[src/rtl/rnn_pkg.sv]
// ---------------------------------------------------------------------------
// rnn_pkg
// Shared definitions for the RNN step sequencer:
//   - fixed-point data/accumulator widths and the default fraction width
//   - sequencer state enum and the operand-source tag used to line up
//     one-cycle-latency tensor reads with the accumulator
//   - signed 32 -> 16 bit saturation helpers
// ---------------------------------------------------------------------------
package rnn_pkg;

    localparam int DATA_W       = 16;
    localparam int ACC_W        = 32;
    localparam int FRAC_DEFAULT = 8;

    typedef enum logic [2:0] {
        ST_IDLE   = 3'd0,
        ST_MAC_X  = 3'd1,
        ST_MAC_H  = 3'd2,
        ST_BIAS   = 3'd3,
        ST_STORE  = 3'd4,
        ST_COMMIT = 3'd5,
        ST_DONE   = 3'd6
    } state_t;

    // Which operand pair was selected in the previous cycle (its read data
    // is on the *_rd buses in the current cycle).
    typedef enum logic [1:0] {
        SRC_NONE = 2'd0,
        SRC_X    = 2'd1,
        SRC_H    = 2'd2,
        SRC_B    = 2'd3
    } src_t;

    // True when v does not fit in signed 16 bits.
    function automatic logic is_sat16(input logic signed [ACC_W-1:0] v);
        return (v > 32'sh0000_7FFF) || (v < 32'shFFFF_8000);
    endfunction

    // Clamp a signed 32-bit value to signed 16 bits.
    function automatic logic [DATA_W-1:0] sat16(input logic signed [ACC_W-1:0] v);
        logic [DATA_W-1:0] r;
        if (v > 32'sh0000_7FFF) begin
            r = 16'h7FFF;
        end else if (v < 32'shFFFF_8000) begin
            r = 16'h8000;
        end else begin
            r = v[DATA_W-1:0];
        end
        return r;
    endfunction

endpackage

[src/rtl/rnn_mac.sv]
// ---------------------------------------------------------------------------
// rnn_mac
// Signed 16x16 multiply, arithmetic right shift by FRAC, 32-bit accumulate.
// The accumulator wraps (no internal saturation).
// Ports:
//   clk, rst_n     clock, asynchronous active-low reset
//   clr            accumulator loads 0 at the next edge (overrides add)
//   mul_en         add (a*b)>>>FRAC this cycle
//   add_en         add sign-extended addend this cycle (used when !mul_en)
//   a, b, addend   16-bit signed operands
//   sum            accumulator plus this cycle's term (combinational)
// ---------------------------------------------------------------------------
module rnn_mac
    import rnn_pkg::*;
#(
    parameter int FRAC = FRAC_DEFAULT
) (
    input  logic              clk,
    input  logic              rst_n,
    input  logic              clr,
    input  logic              mul_en,
    input  logic              add_en,
    input  logic [DATA_W-1:0] a,
    input  logic [DATA_W-1:0] b,
    input  logic [DATA_W-1:0] addend,
    output logic [ACC_W-1:0]  sum
);

    logic signed [ACC_W-1:0] acc_r;
    logic signed [ACC_W-1:0] prod_s;
    logic signed [ACC_W-1:0] term_s;
    logic signed [ACC_W-1:0] sum_s;

    // Select this cycle's term and form the running sum.
    always_comb begin
        prod_s = ACC_W'($signed(a)) * ACC_W'($signed(b));
        if (mul_en) begin
            term_s = prod_s >>> FRAC;
        end else if (add_en) begin
            term_s = ACC_W'($signed(addend));
        end else begin
            term_s = 32'sd0;
        end
        sum_s = acc_r + term_s;
        sum   = sum_s;
    end

    // Accumulator register.
    always_ff @(posedge clk or negedge rst_n) begin
        if (!rst_n) begin
            acc_r <= 32'sd0;
        end else if (clr) begin
            acc_r <= 32'sd0;
        end else begin
            acc_r <= sum_s;
        end
    end

endmodule

[src/rtl/rnn_step_sequencer.sv]
// ---------------------------------------------------------------------------
// rnn_step_sequencer
// Runs one RNN time step: for every hidden column j, accumulates
// x[k]*W0[k][j] over the input vector, h[k]*W1[k][j] over the old hidden
// vector, adds bias b[j], saturates to 16 bits and buffers the result.
// After all columns the buffer is committed to the hidden tensor, so the
// whole step only ever reads the old hidden state.
// Ports:
//   clk, rst_n                 clock, asynchronous active-low reset
//   start, abort               step request (IDLE only) / synchronous cancel
//   busy, done                 not-IDLE flag / one-cycle completion pulse
//   i_sel, h_sel               input / hidden element selects
//   r0_sel_r, r0_sel_c         input-weight row / column select
//   r1_sel_r, r1_sel_c         recurrent-weight row / column select
//   rb_sel                     bias select
//   i_rd,h_rd,r0_rd,r1_rd,rb_rd  read data, one cycle after the select
//   h_write, h_wdata           hidden write strobe / data (at h_sel)
//   sat_flag                   sticky saturation flag for the current step
// Build option: define RNN_SEQ_RELU_EN to clamp negative stored results to 0.
// ---------------------------------------------------------------------------
module rnn_step_sequencer
    import rnn_pkg::*;
#(
    parameter int N_IN  = 4,
    parameter int N_HID = 16,
    parameter int FRAC  = FRAC_DEFAULT
) (
    input  logic                     clk,
    input  logic                     rst_n,
    input  logic                     start,
    input  logic                     abort,
    output logic                     busy,
    output logic                     done,
    output logic [$clog2(N_IN)-1:0]  i_sel,
    output logic [$clog2(N_HID)-1:0] h_sel,
    output logic [$clog2(N_IN)-1:0]  r0_sel_r,
    output logic [$clog2(N_HID)-1:0] r0_sel_c,
    output logic [$clog2(N_HID)-1:0] r1_sel_r,
    output logic [$clog2(N_HID)-1:0] r1_sel_c,
    output logic [$clog2(N_HID)-1:0] rb_sel,
    input  logic [DATA_W-1:0]        i_rd,
    input  logic [DATA_W-1:0]        h_rd,
    input  logic [DATA_W-1:0]        r0_rd,
    input  logic [DATA_W-1:0]        r1_rd,
    input  logic [DATA_W-1:0]        rb_rd,
    output logic                     h_write,
    output logic [DATA_W-1:0]        h_wdata,
    output logic                     sat_flag
);

    localparam int IW = $clog2(N_IN);
    localparam int HW = $clog2(N_HID);
    localparam int KW = (IW > HW) ? IW : HW;

    localparam logic [KW-1:0] K_ONE    = KW'(1);
    localparam logic [KW-1:0] K_X_LAST = KW'(N_IN - 1);
    localparam logic [KW-1:0] K_H_LAST = KW'(N_HID - 1);
    localparam logic [HW-1:0] J_ONE    = HW'(1);
    localparam logic [HW-1:0] J_LAST   = HW'(N_HID - 1);

    state_t            state_r, state_s;
    logic [KW-1:0]     k_r, k_s;
    logic [HW-1:0]     j_r, j_s;
    src_t              src_r, src_s;

    logic [IW-1:0]     i_sel_s, r0_sel_r_s;
    logic [HW-1:0]     h_sel_s, r0_sel_c_s, r1_sel_r_s, r1_sel_c_s, rb_sel_s;
    logic              h_write_s;
    logic [DATA_W-1:0] h_wdata_s;

    logic              mul_en_s, add_en_s, clr_s;
    logic [DATA_W-1:0] mac_a_s, mac_b_s;
    logic [ACC_W-1:0]  sum_s;
    logic [DATA_W-1:0] store_val_s;
    logic              store_sat_s;

    logic [DATA_W-1:0] res_buf_r [N_HID];

    // Next-state and row/column counter logic; abort overrides everything.
    always_comb begin
        state_s = state_r;
        k_s     = k_r;
        j_s     = j_r;
        if (abort) begin
            state_s = ST_IDLE;
            k_s     = {KW{1'b0}};
            j_s     = {HW{1'b0}};
        end else begin
            case (state_r)
                ST_IDLE: begin
                    if (start) begin
                        state_s = ST_MAC_X;
                        k_s     = {KW{1'b0}};
                        j_s     = {HW{1'b0}};
                    end else begin
                        state_s = ST_IDLE;
                    end
                end
                ST_MAC_X: begin
                    if (k_r == K_X_LAST) begin
                        state_s = ST_MAC_H;
                        k_s     = {KW{1'b0}};
                    end else begin
                        k_s = k_r + K_ONE;
                    end
                end
                ST_MAC_H: begin
                    if (k_r == K_H_LAST) begin
                        state_s = ST_BIAS;
                        k_s     = {KW{1'b0}};
                    end else begin
                        k_s = k_r + K_ONE;
                    end
                end
                ST_BIAS: state_s = ST_STORE;
                ST_STORE: begin
                    if (j_r == J_LAST) begin
                        state_s = ST_COMMIT;
                        j_s     = {HW{1'b0}};
                    end else begin
                        state_s = ST_MAC_X;
                        j_s     = j_r + J_ONE;
                    end
                    k_s = {KW{1'b0}};
                end
                ST_COMMIT: begin
                    if (k_r == K_H_LAST) begin
                        state_s = ST_DONE;
                        k_s     = {KW{1'b0}};
                    end else begin
                        k_s = k_r + K_ONE;
                    end
                end
                ST_DONE: state_s = ST_IDLE;
                default: begin
                    state_s = ST_IDLE;
                    k_s     = {KW{1'b0}};
                    j_s     = {HW{1'b0}};
                end
            endcase
        end
    end

    // Decode next-cycle outputs from the next state so they can be registered.
    always_comb begin
        i_sel_s    = {IW{1'b0}};
        r0_sel_r_s = {IW{1'b0}};
        r0_sel_c_s = {HW{1'b0}};
        h_sel_s    = {HW{1'b0}};
        r1_sel_r_s = {HW{1'b0}};
        r1_sel_c_s = {HW{1'b0}};
        rb_sel_s   = {HW{1'b0}};
        h_write_s  = 1'b0;
        h_wdata_s  = {DATA_W{1'b0}};
        case (state_s)
            ST_MAC_X: begin
                i_sel_s    = k_s[IW-1:0];
                r0_sel_r_s = k_s[IW-1:0];
                r0_sel_c_s = j_s;
            end
            ST_MAC_H: begin
                h_sel_s    = k_s[HW-1:0];
                r1_sel_r_s = k_s[HW-1:0];
                r1_sel_c_s = j_s;
            end
            ST_BIAS: rb_sel_s = j_s;
            ST_COMMIT: begin
                h_sel_s   = k_s[HW-1:0];
                h_write_s = 1'b1;
                h_wdata_s = res_buf_r[k_s[HW-1:0]];
            end
            default: ;
        endcase
    end

    // Operand source tag follows the state by one cycle to match read latency.
    always_comb begin
        if (abort) begin
            src_s = SRC_NONE;
        end else begin
            case (state_r)
                ST_MAC_X: src_s = SRC_X;
                ST_MAC_H: src_s = SRC_H;
                ST_BIAS:  src_s = SRC_B;
                default:  src_s = SRC_NONE;
            endcase
        end
    end

    // Route the previous cycle's read data into the MAC.
    always_comb begin
        mul_en_s = 1'b0;
        add_en_s = 1'b0;
        mac_a_s  = i_rd;
        mac_b_s  = r0_rd;
        case (src_r)
            SRC_X: mul_en_s = 1'b1;
            SRC_H: begin
                mul_en_s = 1'b1;
                mac_a_s  = h_rd;
                mac_b_s  = r1_rd;
            end
            SRC_B: add_en_s = 1'b1;
            default: ;
        endcase
        // STORE consumes the final sum (bias included) and restarts the column.
        clr_s = abort || (state_r == ST_IDLE) || (state_r == ST_STORE);
    end

    rnn_mac #(
        .FRAC (FRAC)
    ) u_mac (
        .clk    (clk),
        .rst_n  (rst_n),
        .clr    (clr_s),
        .mul_en (mul_en_s),
        .add_en (add_en_s),
        .a      (mac_a_s),
        .b      (mac_b_s),
        .addend (rb_rd),
        .sum    (sum_s)
    );

    // Saturate the column result (and optionally rectify it).
    always_comb begin
        store_val_s = sat16($signed(sum_s));
        store_sat_s = is_sat16($signed(sum_s));
`ifdef RNN_SEQ_RELU_EN
        if (store_val_s[DATA_W-1]) begin
            store_val_s = {DATA_W{1'b0}};
        end else begin
            store_val_s = store_val_s;
        end
`endif
    end

    // State, counters and registered outputs.
    always_ff @(posedge clk or negedge rst_n) begin
        if (!rst_n) begin
            state_r  <= ST_IDLE;
            k_r      <= {KW{1'b0}};
            j_r      <= {HW{1'b0}};
            src_r    <= SRC_NONE;
            busy     <= 1'b0;
            done     <= 1'b0;
            i_sel    <= {IW{1'b0}};
            r0_sel_r <= {IW{1'b0}};
            r0_sel_c <= {HW{1'b0}};
            h_sel    <= {HW{1'b0}};
            r1_sel_r <= {HW{1'b0}};
            r1_sel_c <= {HW{1'b0}};
            rb_sel   <= {HW{1'b0}};
            h_write  <= 1'b0;
            h_wdata  <= {DATA_W{1'b0}};
        end else begin
            state_r  <= state_s;
            k_r      <= k_s;
            j_r      <= j_s;
            src_r    <= src_s;
            busy     <= (state_s != ST_IDLE);
            done     <= (state_s == ST_DONE);
            i_sel    <= i_sel_s;
            r0_sel_r <= r0_sel_r_s;
            r0_sel_c <= r0_sel_c_s;
            h_sel    <= h_sel_s;
            r1_sel_r <= r1_sel_r_s;
            r1_sel_c <= r1_sel_c_s;
            rb_sel   <= rb_sel_s;
            h_write  <= h_write_s;
            h_wdata  <= h_wdata_s;
        end
    end

    // Sticky saturation flag, cleared when a step is accepted.
    always_ff @(posedge clk or negedge rst_n) begin
        if (!rst_n) begin
            sat_flag <= 1'b0;
        end else if (!abort && (state_r == ST_IDLE) && start) begin
            sat_flag <= 1'b0;
        end else if (!abort && (state_r == ST_STORE) && store_sat_s) begin
            sat_flag <= 1'b1;
        end else begin
            sat_flag <= sat_flag;
        end
    end

    // Column result buffer; contents are only meaningful once COMMIT starts.
    always_ff @(posedge clk) begin
        if (!abort && (state_r == ST_STORE)) begin
            res_buf_r[j_r] <= store_val_s;
        end
    end

endmodule

[config.mk]
export PLATFORM = sky130hd
export DESIGN_NAME = rnn_step_sequencer
export DESIGN_NICKNAME = d
export VERILOG_FILES = /design/src/rtl/rnn_pkg.sv /design/src/rtl/rnn_mac.sv /design/src/rtl/rnn_step_sequencer.sv
export SDC_FILE = /design/constraint.sdc
export NUM_CORES = 1
export LEC_CHECK = 0
export CAP_MARGIN = 20
export CORE_MARGIN = 2
export CORE_UTILIZATION = 67
export CTS_CLUSTER_DIAMETER = 60
export DETAILED_ROUTE_END_ITERATION = 8
export PLACE_DENSITY_LB_ADDON = 0.25
export SLEW_MARGIN = 15
export SYNTH_ARGS = -nofsm -noshare
export SYNTH_HDL_FRONTEND = slang
export SYNTH_SLANG_ARGS = --single-unit
[constraint.sdc]
create_clock -name clk -period 18.72 [get_ports clk]
set_input_delay 3.744 -clock clk [delete_from_list [all_inputs] [get_ports clk]]
set_output_delay 3.744 -clock clk [all_outputs]
set_load 0.05 [all_outputs]
Word-level counts from Yosys, hierarchy flattened
Memory sizes are Yosys's and may differ from the RTL's.
Index checks and enable logic that the tools add are counted.
{"block": "totals", "inputBits": 84, "ramBits": 256, "mem_count": 1, "register_bits": 87, "word_cells": 95}
{"name": "res_buf_r", "words": 16, "width": 16, "rd": 1, "rd_clocked_by_memory_dff": 0, "write_ports": 1, "line_no": "rnn_step_sequencer.sv:77", "rtl": "logic [DATA_W-1:0] res_buf_r [N_HID];"}
{"block": "classes", "n_mux": 39, "magnitude_cmp": 2, "reduce_logical": 16, "addsub": 3, "multipliers": 1, "eq_ne": 17}
{"cell": "2-to-1 mux 32 bit", "n": 3}
{"cell": "2-to-1 mux 16 bit", "n": 5}
{"cell": "2-to-1 mux 4 bit", "n": 12}
{"cell": "adder 32 bit", "n": 1}
{"cell": "greater-than comparator 32 x 16 -> 1 bit (second input constant)", "n": 1}
{"cell": "less-than comparator 32 x 16 -> 1 bit (second input constant)", "n": 1}
{"cell": "multiplier 16 x 16 -> 32 bit", "n": 1}
{"cell": "one-hot mux 3 bit (6 select lines)", "n": 1}
{"cell": "one-hot mux 4 bit (4 select lines)", "n": 1}
{"cell": "equality test 3 bit (second input constant)", "n": 5}
{"cell": "2-to-1 mux 3 bit", "n": 5}
{"cell": "equality test 3 x 2 -> 1 bit (second input constant)", "n": 4}
{"cell": "one-hot mux 4 bit (3 select lines)", "n": 1}
{"cell": "adder 4 x 1 -> 4 bit (second input constant)", "n": 2}
{"cell": "equality test 4 bit (second input constant)", "n": 2}
{"cell": "2-to-1 mux 1 bit", "n": 8}
{"cell": "OR reduction 2 bit", "n": 4}
{"cell": "equality test 3 x 1 -> 1 bit (second input constant)", "n": 2}
{"cell": "one-hot mux 2 bit (3 select lines)", "n": 1}
{"cell": "OR reduction 5 bit", "n": 1}
{"cell": "equality test 2 bit (second input constant)", "n": 2}
{"cell": "equality test 4 x 2 -> 1 bit (second input constant)", "n": 1}
{"cell": "logical AND 1 bit", "n": 4}
{"cell": "2-to-1 mux 2 bit", "n": 2}
{"cell": "other kinds (6)", "n": 8}

Longest topological paths before layout
Gate-level depths: netlist of run 1.
{"block": "logic_depth", "word_depth": 10, "depth_mapped": 44}

By module
A second synthesis of run 1 with hierarchy kept.
{"block": "hier_totals", "cells_unflattened": 2268, "hier_area_um2": 25179.1}
{"module": "rnn_step_sequencer", "area_per_inst_um2": 12683.4, "cells_each": 879, "n_inst": 1}
{"module": "rnn_mac", "area_per_inst_um2": 12495.7, "cells_each": 1389, "n_inst": 1}

Worst setup path after synthesis of run 1
Ideal clock, no wire load.
{"block": "synth_timing", "path_kind": "input port to flip-flop", "from": "input r1_rd[4]", "to": "memory res_buf_r[0][0], data pin", "required_time_ns": 18.429, "stages": 36, "n_path_buf": 3, "slack_ns": 5.542, "t_arrival_ns": 12.887, "cell_sequence": "mux2i_1 -> clkbuf_1 -> nor2_1 -> fa_1 -> inv_1 -> fa_1 -> fa_1 -> inv_1 -> fa_1 -> fa_1 -> inv_1 -> fa_1 -> inv_1 -> ha_1 -> a21o_1 -> a21o_1 -> a21o_1 -> a22oi_1 -> a211oi_1 -> a2111oi_0 -> o21bai_1 -> a21oi_1 -> xor2_1 -> a21oi_1 -> ha_1 -> clkbuf_1 -> a21o_1 -> a211oi_1 -> nand4_1 -> a31oi_1 -> o21ai_1 -> xnor2_1 -> xnor2_1 -> a31oi_2 -> buf_4 -> a21oi_1"}
{"block": "synth_via", "elab_chain_cells": 7, "elab_cells_between_ends": 8, "classes_between": "add/sub: 1; mul: 1; order compare: 2; mux: 4"}
{"item": "start, declared", "line_no": "rnn_step_sequencer.sv:44", "rtl": "input logic [DATA_W-1:0] r1_rd,"}
{"item": "2-to-1 mux 16 bit *", "line_no": "rnn_step_sequencer.sv:196", "rtl": "case (src_r)"}
{"item": "multiplier 16 x 16 -> 32 bit *", "line_no": "rnn_mac.sv:36", "rtl": "prod_s = ACC_W'($signed(a)) * ACC_W'($signed(b));"}
{"item": "2-to-1 mux 32 bit *", "line_no": "rnn_mac.sv:37", "rtl": "if (mul_en) begin"}
{"item": "adder 32 bit *", "line_no": "rnn_mac.sv:44", "rtl": "sum_s = acc_r + term_s;"}
{"item": "less-than comparator 32 x 16 -> 1 bit", "line_no": "rnn_pkg.sv:44", "rtl": "end else if (v < 32'shFFFF_8000) begin"}
{"item": "2-to-1 mux 16 bit", "line_no": "rnn_pkg.sv:44"}
{"item": "2-to-1 mux 16 bit *", "line_no": "rnn_pkg.sv:42", "rtl": "if (v > 32'sh0000_7FFF) begin"}
{"item": "named net store_val_s[0]", "line_no": "rnn_step_sequencer.sv:74", "rtl": "logic [DATA_W-1:0] store_val_s;"}
{"item": "end, declared", "line_no": "rnn_step_sequencer.sv:77"}
Mark *: on every way through the listed nets, which the timed path passes. The rest lies on a longest branch.

Worst setup path in the final report of run 1
{"block": "layout_timing", "from": "input h_rd[7]", "to": "memory res_buf_r[13][0], data pin"}
{"block": "layout_via", "elab_chain_cells": 7, "elab_cells_between_ends": 8, "classes_between": "add/sub: 1; mul: 1; order compare: 2; mux: 4"}
{"item": "start, declared", "line_no": "rnn_step_sequencer.sv:42", "rtl": "input logic [DATA_W-1:0] h_rd,"}
{"item": "2-to-1 mux 16 bit *", "line_no": "rnn_step_sequencer.sv:196"}
{"item": "multiplier 16 x 16 -> 32 bit *", "line_no": "rnn_mac.sv:36"}
{"item": "2-to-1 mux 32 bit *", "line_no": "rnn_mac.sv:37"}
{"item": "adder 32 bit *", "line_no": "rnn_mac.sv:44"}
{"item": "less-than comparator 32 x 16 -> 1 bit", "line_no": "rnn_pkg.sv:44"}
{"item": "2-to-1 mux 16 bit", "line_no": "rnn_pkg.sv:44"}
{"item": "2-to-1 mux 16 bit *", "line_no": "rnn_pkg.sv:42"}
{"item": "named net store_val_s[0]", "line_no": "rnn_step_sequencer.sv:74"}
Marks and branches as above.

==> flow_metrics.tcl, run 1 <==
set metrics [dict create \
    run_status "finished, final reports clean" \
    cp_common_cell "fa_1" \
    postCtsSetupRepairBufs 0 \
    cts_hold_buf 0 \
    place_congestion 0.9659 \
    tightest_slew_ns 1.071 \
    synth-seq-cells 343 \
    irDropWorstVdd_mv 0.1543 \
    routed_wl_um 65640 \
    yosysWarnings 0 \
    clockRootBuffer "clkbuf_16" \
    drtIter0Drc 1636 \
    cts_resized 0 \
    antenna_found_initial 0 \
    async_reset_ff_frac 0.2536 \
    combPwrFrac 0.671 \
    nNetsFinal 2992 \
    fp.dieH_um 198.8 \
    synth_cells 2440 \
    max_stage_delay_ns 0.83 \
    overflow 0 \
    clkLatencyLatePin_ns 0.60 \
    leakage_nw 12.10 \
    grtUsageTotal 0.3484 \
    maxCapViolCount 0 \
    antenna_cells 0 \
    cts_buffers 30 \
    start_util 0.6779 \
    syn2layout_area_growth_pct 10.91 \
    seqPwrFrac 0.205 \
    finalSetupTns_ns 0 \
    grt_pass1_wl_um 105300 \
    cts_tree "yes" \
    grt_max_degree 79 \
    antenna_left 0 \
    cp.arrival_ns 14.91 \
    p_int_mw 2.571 \
    die_w_um 198.8 \
    htreeDepth 1 \
    via_per_inst 6.168 \
    ys_seq_area_frac 0.3882 \
    io_buffers 127 \
    start_kind "primary input" \
    min_period_ns 14.65 \
    p_total_mw 4.755 \
    die_area_sq_um 39500 \
    swShare 0.4593 \
    hold_class "flop to flop" \
    layout-drive-gt1-share 0.06502 \
    num_io_pins 128 \
    slew_violations 0 \
    clock-sinks 343 \
    crit_path_end_kind "flop" \
    synth_nets 2903 \
    crit_fanout 16 \
    netlist_area_sq_um 25410 \
    syn_avg_cell_area_sq_um 10.42 \
    grt_pass1_vias 19720 \
    synthFlopType "edfxtp_1" \
    wl_per_cell_um 21.42 \
    coreArea_sq_um 37490 \
    cp_data_required_time_ns 18.98 \
    rows 71 \
    crit_family "compound AO/OA/AOI/OAI gates" \
    pwr-share-clk 0.124 \
    fmax_mhz 68.25 \
    cp.buffers_inverters 6 \
    cts_buffer_depth 3 \
    fin_crit_sh 0.7827 \
    maxSlewHeadroom 0.2654 \
    dp_hpwl_um 46480 \
    hold_violations 0 \
    slowest_stage "mux2i_1" \
    drtPass1Iterations 5 \
    switchingPower_mw 2.184 \
    powerDensity_nw_per_um2 168.7 \
    path_clk_slew_ns 0.06 \
    setup_violations 0 \
    vias 18900 \
    skew_ns 0.02944 \
    worstSetupPathType "primary input to flop" \
    rsz0062_at_grt "false" \
    drc 0 \
    ys_types 81 \
    synth_edf_count 256 \
]
## per-layer routing
metal  up-vias  GRT usage  share of wire  routed length, um
met4         0     0.1410          0.043               2823
met2      1045     0.5997           0.50              32690
li1       8367          -              -                  -
met1      9292     0.4461           0.37              24110
met3       194    0.05290          0.092               6018
met5         -          0              0                  0
## worst min-delay path: stages (launching register included)
cell and delay [ns]:
dfrtp_1 0.45, inv_1 0.08, a31oi_1 0.07
## metrics by stage
stage | instances | setup slack, ns | area [sq um] | hold slack (ns) | utilization
4_1_cts | 3064 | 4.160 | 28180 | 0.6516 | 0.7518
3_3_place_gp | 3008 | 3.973 | 27240 | 0.6260 | 0.7265
2_1_floorplan | 2440 | 5.542 | 25410 | 0.5833 | -
3_5_place_dp | 3008 | 3.649 | 27240 | 0.6360 | 0.7265
6_report | 3064 | 4.068 | 28190 | 0.6597 | 0.7519
5_1_grt | 3064 | 3.344 | 28190 | 0.6801 | 0.7519
## layout by cell type, fill, tap and decap left out, types with 26 or more instances in the layout
cell type	count
clkbuf_16	30
buf_4	45
mux2_2	26
ha_1	116
dfrtp_1	87
clkdlybuf4s50_1	126
a211oi_1	66
nand3_1	95
nor2_1	223
xnor2_1	33
inv_1	325
a311oi_1	34
and3_1	57
mux2i_1	31
o21ai_0	43
edfxtp_1	256
nor3_1	26
nand2_1	328
fa_1	262
a21oi_1	58
## cells by family (layout without fill, tap and decap cells)
| group | Yosys count | in the layout | share of synthesized area |
|---|---|---|---|
| flops | 343 | 343 | 0.3882 |
| fa+ha+maj | 379 | 379 | 0.2640 |
| mux | 58 | 58 | 0.02412 |
| xor+xnor | 57 | 57 | 0.01964 |
| buf+inv | 442 | 555 | 0.06730 |
| compound gates | 327 | 327 | 0.08980 |
| simple gates | 834 | 834 | 0.1470 |
## final timing paths
kind | startpoint | depth (start not counted) | end | slack, ns
min | sat_flag | 2 | sat_flag | 0.66
max reg2reg | src_r[0] | 36 | res_buf_r[13][0] | 6.22
max | h_rd[7] | 34 | res_buf_r[13][0] | 4.07
min reg2reg | sat_flag | 2 | sat_flag | 0.66
min in group asynchronous | rst_n | 1 | u_mac.acc_r[22] | 3.00
max in group asynchronous | rst_n | 2 | u_mac.acc_r[6] | 14.75
## cells in the mapped netlist (all sizes together), types with 34 or more instances
cell type	instances	area, sq um
nor2	225	847.1
and3	57	356.6
a21oi	59	299.0
dfrtp	87	2177
inv	327	1227
edfxtp	256	7687
fa	262	5245
a311oi	34	297.8
nand2	332	1249
a211oi	66	495.5
clkbuf	91	341.6
nand3	95	475.5
o21ai	59	332.8
ha	117	1464
## state kept, by name, indices dropped and copies added, names as in the netlist
name and cells:
res_buf_r 256, u_mac.acc_r 32, h_wdata 16, h_sel 4
j_r 4, k_r 4, r0_sel_c 4, r1_sel_c 4
r1_sel_r 4, rb_sel 4, state_r 3, r0_sel_r 2
src_r 2, busy 1, done 1, h_write 1
sat_flag 1
## power groups by stage
| stage | registers [mW] | logic (mW) | clock network, mW |
|---|---|---|---|
| finish | 0.975 | 3.19 | 0.589 |
| global route | 0.976 | 3.60 | 0.622 |
| CTS | 0.975 | 3.19 | 0.592 |
| detailed placement | 0.991 | 3.13 | 0 |
| global placement | 0.990 | 3.05 | 0 |
| floorplan | 0.988 | 2.37 | 0 |
## area by class of cell
type	count	area (sq um)
fillers	2476	9303
inverters	327	1227
flip-flops and latches	343	9864
well taps	511	639.4
multi-input cells	1655	13900
clock buffers	37	800.8
clock inverters	19	145.1
repair buffers	172	1610
Power figures use the tool's default switching activity.
==> run 2: changes to the inputs <==
--- a/config.mk
+++ b/config.mk
@@ -7,7 +7,7 @@
 export LEC_CHECK = 0
 export CAP_MARGIN = 20
 export CORE_MARGIN = 2
-export CORE_UTILIZATION = 67
+export CORE_UTILIZATION = 62
 export CTS_CLUSTER_DIAMETER = 60
 export DETAILED_ROUTE_END_ITERATION = 8
 export PLACE_DENSITY_LB_ADDON = 0.25
==> constraint.sdc (replaced) <==
create_clock -name clk -period 15.3 [get_ports clk]
set_input_delay 3.06 -clock clk [delete_from_list [all_inputs] [get_ports clk]]
set_output_delay 3.06 -clock clk [all_outputs]
set_load 0.05 [all_outputs]
==> flow_metrics.tcl, run 2 (synthesized netlist as in run 1, its figures left out) <==
set metrics [dict create \
    run_status "finished, final reports clean" \
    final_cell_mix "nand2_1, inv_1, fa_1, edfxtp_1, nor2_1" \
    cp.arrival_ns 14.21 \
    cts_tree "yes" \
    min_period_ns 13.97 \
    drtPass1Iterations 6 \
    vias 18630 \
    finalSetupTns_ns 0 \
    grt_max_degree 74 \
    place_congestion 0.9683 \
    final_common_cell "nand2_1" \
    fin_area_sq_um 28280 \
    rsz0062_at_grt "false" \
    die_area_sq_um 42620 \
    start_util 0.6252 \
    htreeDepth 1 \
    clockRootBuffer "clkbuf_16" \
    start_kind "primary input" \
    whs_ns 0.5811 \
    maxCapViolCount 0 \
    powerDensity_nw_per_um2 207.4 \
    cp_data_required_time_ns 15.54 \
    die_w_um 206.5 \
    grt_pass1_vias 19280 \
    coreArea_sq_um 40650 \
    nNetsFinal 2991 \
    cts_buffers 31 \
    placedInstanceArea_sq_um 27250 \
    p_total_mw 5.866 \
    postCtsSetupRepairBufs 0 \
    rows 74 \
    layout-drive-gt1-share 0.06385 \
    leakage_nw 12.11 \
    clkLatencyLatePin_ns 0.60 \
    overflow 0 \
    wl_per_cell_um 21.60 \
    antenna_cells 0 \
    dp_slack_ns 0.9012 \
    crit_path_end_kind "flop" \
    cts_buffer_depth 3 \
    nFillCells 2940 \
    fp.dieH_um 206.5 \
    path_clk_slew_ns 0.07 \
    dp_hpwl_um 47010 \
    drc 0 \
    hold_class "flop to flop" \
    antenna_left 0 \
    final-instance-count-excl-fill 3085 \
    top_register "res_buf_r" \
    cts_resized 0 \
    cts_hold_buf 0 \
    via_per_inst 6.040 \
    fin_util 0.6957 \
    fmax_mhz 71.57 \
    slowest_stage "a21oi_1" \
    tightest_slew_ns 1.042 \
    crit_fanout 16 \
    antenna_found_initial 0 \
    hold_violations 0 \
    io_buffers 127 \
    layout_setup_ws_ns 1.327 \
    irDropWorstVdd_mv 0.1657 \
    syn2layout_area_growth_pct 11.27 \
    largest_reg_flops 256 \
    skew_ns 0.02364 \
    top_regs "res_buf_r: 256 flops, u_mac.acc_r: 32 flops, h_wdata: 16 flops" \
    fin_crit_sh 0.9133 \
    num_io_pins 128 \
    slew_violations 0 \
    max_stage_delay_ns 0.85 \
    setup_violations 0 \
    clock-sinks 343 \
    worstSetupPathType "primary input to flop" \
    routed_wl_um 66630 \
    grtUsageTotal 0.3268 \
    cp_common_cell "fa_1" \
    dp.cells 3026 \
    drtIter0Drc 1627 \
    maxSlewHeadroom 0.2858 \
    grt_pass1_wl_um 106000 \
]
## run 2: report_power, final
| group | switching, mW | internal (mW) | total, mW |
|---|---|---|---|
| registers | 0.00538 | 1.19 | 1.19 |
| logic | 2.32 | 1.57 | 3.89 |
| clock network | 0.349 | 0.431 | 0.780 |
| total | 2.68 | 3.19 | 5.87 |
## run 2: worst paths after layout
check	from	end	slack, ns	cells after the start
min reg2reg	sat_flag	sat_flag	0.58	2
max in group asynchronous	rst_n	u_mac.acc_r[0]	11.76	2
min in group asynchronous	rst_n	u_mac.acc_r[23]	2.32	1
min	sat_flag	sat_flag	0.58	2
max	h_rd[5]	res_buf_r[15][0]	1.33	35
max reg2reg	src_r[0]	res_buf_r[15][0]	2.42	37
## run 2: cell type report
cell class | instances | area [sq um] | area share
tap | 532 | 665.6 | 0.02354
inverter | 327 | 1229 | 0.04345
clock buffer | 37 | 808.3 | 0.02858
sequential | 343 | 9864 | 0.3488
timing repair buffer | 170 | 1599 | 0.05655
multi-input combinational | 1655 | 13910 | 0.4918
clock inverter | 21 | 203.9 | 0.007212
## run 2: critical path, delay by kind of cell
family	cells	cell delay [ns]
mux	1	0.82
buf+inv	6	0.89
xor+xnor	3	0.87
simple gates	4	0.51
compound gates	13	4.23
fa+ha+maj	8	3.80
## run 2: routing by layer
layer / vias up / GRT usage / wire, um
met1: 9156 / 0.4372 / 26020
li1: 8362 / - / -
met2: 947 / 0.5534 / 32670
met5: - / 0 / 0
met3: 167 / 0.04525 / 5642
met4: 0 / 0.1092 / 2298
==> run 3: changes to the inputs <==
--- a/config.mk
+++ b/config.mk
@@ -7,7 +7,7 @@
 export LEC_CHECK = 0
 export CAP_MARGIN = 20
 export CORE_MARGIN = 2
-export CORE_UTILIZATION = 62
+export CORE_UTILIZATION = 56
 export CTS_CLUSTER_DIAMETER = 60
 export DETAILED_ROUTE_END_ITERATION = 8
 export PLACE_DENSITY_LB_ADDON = 0.25
@@ -15,3 +15,4 @@
 export SYNTH_ARGS = -nofsm -noshare
 export SYNTH_HDL_FRONTEND = slang
 export SYNTH_SLANG_ARGS = --single-unit
+export TNS_END_PERCENT = 20
==> constraint.sdc (replaced) <==
create_clock -name clk -period 11.7 [get_ports clk]
set_input_delay 2.34 -clock clk [delete_from_list [all_inputs] [get_ports clk]]
set_output_delay 2.34 -clock clk [all_outputs]
set_load 0.05 [all_outputs]
==> flow_metrics.tcl, run 3 (synthesized netlist as in run 1, its figures left out) <==
set metrics [dict create \
    cts_buffer_depth 3 \
    cts_tree "yes" \
    final_cell_mix "nand2_1, inv_1, buf_4, fa_1, edfxtp_1" \
    start_kind "primary input" \
    hold_violations 0 \
    hold_class "flop to flop" \
    layout_setup_ws_ns 0.2967 \
    tightest_slew_ns 0.8394 \
    worstSetupPathType "primary input to flop" \
    r2r-start "src_r[0]" \
    crit_fanout 16 \
    num_io_pins 128 \
    run_status "finished, final reports clean" \
    cp_data_required_time_ns 11.98 \
    skew_ns 0.02340 \
    leakage_nw 13.53 \
    maxSlewHeadroom 0.4404 \
    layout-drive-gt1-share 0.1664 \
    wl_per_cell_um 20.44 \
    max_stage_delay_ns 0.59 \
    irDropWorstVdd_mv 0.3511 \
    drtPass1Iterations 6 \
    routed_wl_um 69730 \
    worstHoldStart "sat_flag" \
    crit_path_end_kind "flop" \
    io_buffers 127 \
    nNetsFinal 3249 \
    slew_violations 0 \
    antenna_cells 0 \
    fin_crit_sh 0.9746 \
    coreArea_sq_um 45090 \
    cts_buffers 34 \
    fmax_mhz 87.69 \
    powerDensity_nw_per_um2 299.8 \
    place_congestion 0.9654 \
    grt_max_degree 68 \
    overflow 0 \
    htreeDepth 2 \
    die_w_um 217.0 \
    clkLatencyLatePin_ns 0.54 \
    final_common_cell "nand2_1" \
    slowest_stage "fa_2" \
    largest_reg_flops 256 \
    path_clk_slew_ns 0.07 \
    clockRootBuffer "clkbuf_16" \
    top_regs "res_buf_r: 256 flops, u_mac.acc_r: 32 flops, h_wdata: 16 flops" \
    cp.arrival_ns 11.68 \
    via_per_inst 5.776 \
    grt_pass1_wl_um 110100 \
    syn2layout_area_growth_pct 21.43 \
    vias 19710 \
    start_util 0.5636 \
    setup_violations 0 \
    antenna_left 0 \
    cts_hold_buf 0 \
    maxCapViolCount 0 \
    startpoint "r0_rd[1]" \
    fp.dieH_um 217.0 \
    min_period_ns 11.40 \
    antenna_found_initial 0 \
    rows 78 \
    top_register "res_buf_r" \
    die_area_sq_um 47100 \
    grtUsageTotal 0.3012 \
    drtIter0Drc 1606 \
    dp_hpwl_um 48900 \
    fin_area_sq_um 30860 \
    grt_pass1_vias 20350 \
    cp_common_cell "fa_1" \
    placedInstanceArea_sq_um 29170 \
    dp_slack_ns -0.8162 \
    clock-sinks 343 \
    drc 0 \
]
[run 3: metrics by stage]
stage | hold slack, ns | utilization | instances | TNS (ns) | total power [mW]
global placement | 0.5918 | 0.6469 | 3331 | -122.21 | 7.560
CTS | 0.6158 | 0.6725 | 3393 | -0.2297 | 8.888
floorplan | 0.5833 | - | 2440 | -2.368 | 5.369
global route | 0.6313 | 0.6844 | 3412 | -15.81 | 10.09
finish | 0.6150 | 0.6844 | 3412 | 0 | 9.251
detailed placement | 0.6046 | 0.6469 | 3331 | -143.22 | 7.679
[run 3: area by class of cell]
class,instances,area [sq um]
multi-input combinational,1655,14270
tap,600,750.7
timing repair buffer,425,3675
inverter,327,1227
clock buffer,41,898.4
clock inverter,21,173.9
sequential,343,9864
fill,3263,14230
[run 3: routing by layer]
layer  GRT usage  share of wire
met5           0              0
met4      0.1187          0.043
met3     0.04291          0.080
met2      0.5016           0.48
met1      0.4021           0.39
[run 3: power by group]
group	internal, mW	total, mW	switching [mW]
combinational	3.21	6.65	3.44
clock	0.581	1.05	0.467
sequential	1.55	1.55	0.00665
[run 3: timing repair]
item,4_1_cts,5_1_grt
gates cloned,0,1
pin swaps,0,32
setup buffers,0,18
endpoints found under the setup margin,240,257
hold endpoints to repair,0,0
gates resized for setup,14,68
[run 3: path summary, 6_finish.rpt]
check | to | slack, ns | cells after the start
worst max-delay path | res_buf_r[13][14] | 0.30 | 37
worst min-delay path | sat_flag | 0.62 | 2
worst max register to register | res_buf_r[13][14] | 0.95 | 45
worst min register to register | sat_flag | 0.62 | 2
max in group asynchronous | h_wdata[6] | 8.83 | 2
min in group asynchronous | u_mac.acc_r[23] | 1.76 | 1
[run 3: critical path: cells and delay by family]
kind / cells / cell delay, ns
compound gates: 11 / 2.11
xor+xnor: 2 / 0.34
simple gates: 7 / 1.49
buf+inv: 9 / 1.67
fa+ha+maj: 8 / 3.71
